===== config.mk =====
export PLATFORM = sky130hd
export DESIGN_NAME = fetch_stage
export DESIGN_NICKNAME = d
export VERILOG_FILES = /design/src/rtl/fetch_stage.sv
export SDC_FILE = /design/constraint.sdc
export NUM_CORES = 1
export LEC_CHECK = 0
export BUFFER_PORTS_ARGS = -buffer_cell sky130_fd_sc_hd__buf_2
export CAP_MARGIN = 20
export CELL_PAD_IN_SITES_DETAIL_PLACEMENT = 2
export CELL_PAD_IN_SITES_GLOBAL_PLACEMENT = 2
export CORE_MARGIN = 8
export CORE_UTILIZATION = 30
export DETAILED_ROUTE_END_ITERATION = 16
export GPL_TIMING_DRIVEN = 0
export PLACE_DENSITY = 0.79
export REMOVE_ABC_BUFFERS = 1
export SLEW_MARGIN = 20
export SYNTH_ARGS = -nofsm -noshare
export SYNTH_HDL_FRONTEND = slang
export SYNTH_SLANG_ARGS = --single-unit
export TNS_END_PERCENT = 10

===== constraint.sdc =====
create_clock -name clk -period 3 [get_ports clk]
set_clock_uncertainty 0.2 [all_clocks]
set_input_delay 0.3 -clock clk [delete_from_list [all_inputs] [get_ports clk]]
set_output_delay 0.3 -clock clk [all_outputs]
set_load 0.05 [all_outputs]

===== src/rtl/fetch_stage.sv =====
// Instruction fetch stage: issues one aligned request at a time to instruction memory
// and holds the returned instruction, or an alignment fault, in a decode-facing register.
module fetch_stage (
    input  logic        clk,
    input  logic        rst,
    input  logic [63:0] pc,
    input  logic        execute_i_is_jump,
    output logic [63:0] fetch_i_pre_pc,
    output logic        imem_req_valid,
    input  logic        imem_req_ready,
    output logic [63:0] imem_req_addr,
    input  logic        imem_resp_valid,
    input  logic [31:0] imem_resp_data,
    output logic        fetch_o_valid,
    output logic [63:0] fetch_o_pc,
    output logic [31:0] fetch_o_instr,
    output logic        fetch_o_fault,
    input  logic        decode_i_ready
);

    typedef enum logic [1:0] {
        ST_REQ  = 2'd0,
        ST_WAIT = 2'd1,
        ST_DROP = 2'd2
    } state_t;

    state_t      state_r;
    state_t      state_next_s;
    logic [63:0] req_pc_r;
    logic        fault_lock_r;
    logic        valid_r;
    logic [63:0] out_pc_r;
    logic [31:0] out_instr_r;
    logic        out_fault_r;

    logic        out_free_s;
    logic        aligned_s;
    logic        req_valid_s;
    logic        accept_s;
    logic [63:0] pre_pc_s;
    logic        load_resp_s;
    logic        load_fault_s;

    // State register
    always_ff @(posedge clk or negedge rst) begin
        if (!rst) begin
            state_r <= ST_REQ;
        end else begin
            state_r <= state_next_s;
        end
    end

    // Next-state logic; any response ends WAIT or DROP, a jump without one poisons WAIT
    always_comb begin
        state_next_s = state_r;
        case (state_r)
            ST_REQ: begin
                if (accept_s) begin
                    state_next_s = ST_WAIT;
                end else begin
                    state_next_s = ST_REQ;
                end
            end
            ST_WAIT: begin
                if (imem_resp_valid) begin
                    state_next_s = ST_REQ;
                end else if (execute_i_is_jump) begin
                    state_next_s = ST_DROP;
                end else begin
                    state_next_s = ST_WAIT;
                end
            end
            ST_DROP: begin
                if (imem_resp_valid) begin
                    state_next_s = ST_REQ;
                end else begin
                    state_next_s = ST_DROP;
                end
            end
            default: begin
                state_next_s = ST_REQ;
            end
        endcase
    end

    // Request handshake, PC proposal and output-register load decisions
    always_comb begin
        out_free_s   = !valid_r || decode_i_ready;
        aligned_s    = (pc[1:0] == 2'b00);
        req_valid_s  = 1'b0;
        pre_pc_s     = pc;
        load_resp_s  = 1'b0;
        load_fault_s = 1'b0;
        if (rst && (state_r == ST_REQ) && aligned_s && !execute_i_is_jump && out_free_s) begin
            req_valid_s = 1'b1;
        end else begin
            req_valid_s = 1'b0;
        end
        accept_s = req_valid_s && imem_req_ready;
        if (accept_s) begin
            pre_pc_s = pc + 64'd4;
        end else begin
            pre_pc_s = pc;
        end
        if ((state_r == ST_WAIT) && imem_resp_valid && !execute_i_is_jump) begin
            load_resp_s = 1'b1;
        end else begin
            load_resp_s = 1'b0;
        end
        // A fault is reported once; the lock keeps the stuck PC from refaulting until a jump
        if ((state_r == ST_REQ) && !aligned_s && out_free_s && !execute_i_is_jump && !fault_lock_r) begin
            load_fault_s = 1'b1;
        end else begin
            load_fault_s = 1'b0;
        end
    end

    assign imem_req_valid = req_valid_s;
    assign imem_req_addr  = pc;
    assign fetch_i_pre_pc = pre_pc_s;

    // Latch the PC of the accepted request so the response can be tagged with it
    always_ff @(posedge clk or negedge rst) begin
        if (!rst) begin
            req_pc_r <= 64'd0;
        end else if (accept_s) begin
            req_pc_r <= pc;
        end else begin
            req_pc_r <= req_pc_r;
        end
    end

    // Decode-facing output register; a jump overrides any load in the same cycle
    always_ff @(posedge clk or negedge rst) begin
        if (!rst) begin
            valid_r     <= 1'b0;
            out_pc_r    <= 64'd0;
            out_instr_r <= 32'd0;
            out_fault_r <= 1'b0;
        end else if (execute_i_is_jump) begin
            valid_r     <= 1'b0;
            out_fault_r <= 1'b0;
        end else if (load_resp_s) begin
            valid_r     <= 1'b1;
            out_pc_r    <= req_pc_r;
            out_instr_r <= imem_resp_data;
            out_fault_r <= 1'b0;
        end else if (load_fault_s) begin
            valid_r     <= 1'b1;
            out_pc_r    <= pc;
            out_instr_r <= 32'd0;
            out_fault_r <= 1'b1;
        end else if (decode_i_ready) begin
            valid_r     <= 1'b0;
        end else begin
            valid_r     <= valid_r;
        end
    end

    // Fault lock: set when a misalignment fault is reported, cleared by the redirect
    always_ff @(posedge clk or negedge rst) begin
        if (!rst) begin
            fault_lock_r <= 1'b0;
        end else if (execute_i_is_jump) begin
            fault_lock_r <= 1'b0;
        end else if (load_fault_s) begin
            fault_lock_r <= 1'b1;
        end else begin
            fault_lock_r <= fault_lock_r;
        end
    end

    assign fetch_o_valid = valid_r;
    assign fetch_o_pc    = out_pc_r;
    assign fetch_o_instr = out_instr_r;
    assign fetch_o_fault = out_fault_r;

endmodule


==> flow_metrics.env <==
export IMPL_cts_sinks=165
export IMPL_finalNetCount=1363
export IMPL_htree_levels=4
export IMPL_max_freq_mhz=309
export IMPL_regArea_um2=4130
export IMPL_synth_area_leaders="dfrtp_1 (47%), mux2_2 (16%), nand2_1 (9.1%), buf_4 (5.7%), xnor2_1 (3.8%)"
export IMPL_drtPass1Iterations=4
export IMPL_hold_path_class="in -> reg"
export IMPL_drv_slew=0
export IMPL_ys_types=37
export IMPL_multi_input_area_um2=4300
export IMPL_yosys_warnings=0
export IMPL_drive_gt1_share_pct=46.2
export IMPL_clkLatencyLatePin_ns=0.43
export IMPL_synth_avg_cell_area_um2=10.2
export IMPL_start_util_pct=30.2
export IMPL_power_density_nw_per_um2=602
export IMPL_overflow=0
export IMPL_p_total_mw=7.87
export IMPL_track_usage_pct=22.9
export IMPL_cts_buffer_depth=2
export IMPL_ys_seq_area_share_pct=46.5
export IMPL_fin_crit_ns=3.23
export IMPL_worst_slack_ns=-0.234
export IMPL_ant_nets=0
export IMPL_synth_edf_count=0
export IMPL_syn_to_final_growth_pct=47.2
export IMPL_drc=0
export IMPL_worstPathMaxFanout=9
export IMPL_die_h_um=188
export IMPL_critPathCaptureType="output port"
export IMPL_max_slew_margin_pct=33.9
export IMPL_post_route_util_pct=44.5
export IMPL_synth_top_family_by_area="simple AND/OR/NAND/NOR gates"
export IMPL_ir_drop_uv=343
export IMPL_cts_root_buf="clkbuf_16"
export IMPL_crit_path_top_delay_cell="nor4_1"
export IMPL_finalHoldViolCount=0
export IMPL_async_flop_share_pct=100
export IMPL_p_leak_nw=6.33
export IMPL_synth_largest_area_cell="dfrtp_1"
export IMPL_worstPathRequired_ns=2.50
export IMPL_fillers=3092
export IMPL_final_period_utilization_pct=108
export IMPL_coreArea_um2=29400
export IMPL_violations="negative setup slack"
export IMPL_postSynthCellCount=874
export IMPL_layout_commonest_cell="buf_2"
export IMPL_crit_buf_inv=2
export IMPL_syn_area_um2=8880
export IMPL_place_inst=1490
export IMPL_cp_start_kind="input port"
export IMPL_synthAdderAreaFrac_pct=0.141
export IMPL_gp_congestion=0.759
export IMPL_critPathTopFamily="simple AND/OR/NAND/NOR gates"
export IMPL_grt_pass1_wl_um=62700
export IMPL_fin_cells=1665
export IMPL_num_vias=8435
export IMPL_rsz0062_at_grt="true"
export IMPL_path_cells="buf_2 > nand4_1 > nor4_2 > nand4_1 > nor4_1 > xor2_1 > buf_2"
export IMPL_synth_compound_area_share_pct=3.72
export IMPL_finalSetupViolCount=6
export IMPL_final_cell_area_um2=13100
export IMPL_ys_ff_latch=165
export IMPL_placementRows=63
export IMPL_synth_mux_area_share_pct=16.2
export IMPL_cpPeakStageDelay_ns=0.61
export IMPL_pre_cts_ws_ns=-1.35
export IMPL_io_buffers=328
export IMPL_grt_max_degree=45
export IMPL_avgRoutedWirePerCell_um=25.4
export IMPL_dpl_cell_area_um2=10600
export IMPL_die_w_um=188
export IMPL_die_area_um2=35400
export IMPL_grt_pass1_vias=9737
export IMPL_dp_hpwl_um=25400
export IMPL_path_class="in -> out"
export IMPL_path_clk_slew_ns=0.07
export IMPL_max_cap_viol_count=0
export IMPL_holdWs_ns=0.0732
export IMPL_synth_xor_area_share_pct=6.02
export IMPL_yosys_area_top_type_share_pct=46.5
export IMPL_final_setup_tns_ns=-0.364
export IMPL_drt_iter0_drc=290
export IMPL_outcome="complete, but fails checks"
export IMPL_finalWirelength_um=42300
export IMPL_synth_flop_cell="dfrtp_1"
export IMPL_final_cell_mix="buf_2 (282), nand2_1 (214), dfrtp_1 (164)"
export IMPL_antenna_found_initial=3
export IMPL_cts_tree="done"
export IMPL_via_per_inst=5.07
export IMPL_synthSimpleGateAreaFrac_pct=19.2
export IMPL_numCtsBuffers=17
export IMPL_cp_arrival_ns=2.73
export IMPL_tightest_slew_ns=0.988
export IMPL_io_pins=329
==> report_power, final <==
| part | total, mW | switching (mW) | internal [mW] |
|---|---|---|---|
| Sequential | 2.91 | 0.251 | 2.66 |
| Clock | 2.19 | 1.01 | 1.18 |
| Combinational | 2.76 | 1.96 | 0.804 |
==> registers in the layout (all words and copies together), names as in the netlist <==
name / cells
state_r: 2
fetch_o_pc: 64
fetch_o_fault: 1
fault_lock_r: 1
fetch_o_valid: 1
req_pc_r: 64
fetch_o_instr: 32
==> cell usage after synthesis, types with 2 or more instances <==
master	count
nor4_2	2
clkbuf_1	20
or2_2	2
dfrtp_1	165
and3_1	10
nor4_1	9
xnor2_1	39
or4_4	2
nor3_2	2
nand2_1	215
nor3_1	14
inv_1	7
buf_1	8
and4_1	11
xor2_1	22
buf_2	17
mux2_2	128
and2_1	6
buf_4	67
nand4_2	2
a22o_1	32
a21oi_1	2
nand3_1	26
nor2b_1	4
o21ai_0	3
nor2_1	22
nand4_1	27
==> logic make-up (layout without fill, tap and decap cells) <==
group | count (synthesis) | count (layout)
AO/OA/AOI/OAI | 40 | 41
adder cells (fa/ha/maj) | 1 | 1
buffers and inverters | 120 | 516
other | 0 | 2
AND/OR/NAND/NOR | 359 | 361
flip-flops | 165 | 165
multiplexers | 128 | 128
XOR/XNOR | 61 | 61
==> routing by layer <==
layer,routed length [um],track usage [%],vias up
li1,-,-,3704
met1,16600,26.5,4345
met2,21800,40.4,294
met3,1980,4.61,92
met4,1860,10.2,0
met5,0,0,-
==> layout make-up <==
| cell class | count | share of cell area, % |
|---|---|---|
| clock inverters | 13 | 0.938 |
| flip-flops and latches | 165 | 31.6 |
| diodes | 2 | 0.0383 |
| inverters | 7 | 0.201 |
| multi-input cells | 592 | 32.9 |
| well taps | 390 | 3.73 |
| clock buffers | 19 | 3.39 |
| repair buffers | 477 | 27.2 |
==> timing repair <==
item	in CTS	in global routing
hold buffers	99	0
setup buffers	26	7
pin swaps	11	15
hold endpoints to repair	258	0
setup endpoints to repair	62	105
cloned	8	1
gates resized for setup	39	87
==> path summary, 6_finish.rpt <==
check	from	to	slack (ns)	cells past startpoint
worst max-delay path	pc[24]	fetch_i_pre_pc[52]	-0.23	7
worst min-delay path	execute_i_is_jump	fetch_o_fault$_DFFE_PN0P_	0.07	2
worst max register to register	state_r[0]$_DFF_PN0_	fetch_o_pc[61]$_DFFE_PN0P_	0.23	8
worst min register to register	req_pc_r[53]$_DFFE_PN0P_	req_pc_r[53]$_DFFE_PN0P_	0.28	2
max in group asynchronous	rst	fetch_o_pc[59]$_DFFE_PN0P_	1.50	2
min in group asynchronous	rst	fetch_o_pc[60]$_DFFE_PN0P_	0.21	3
No activity file was read; power rests on OpenSTA's default activity.
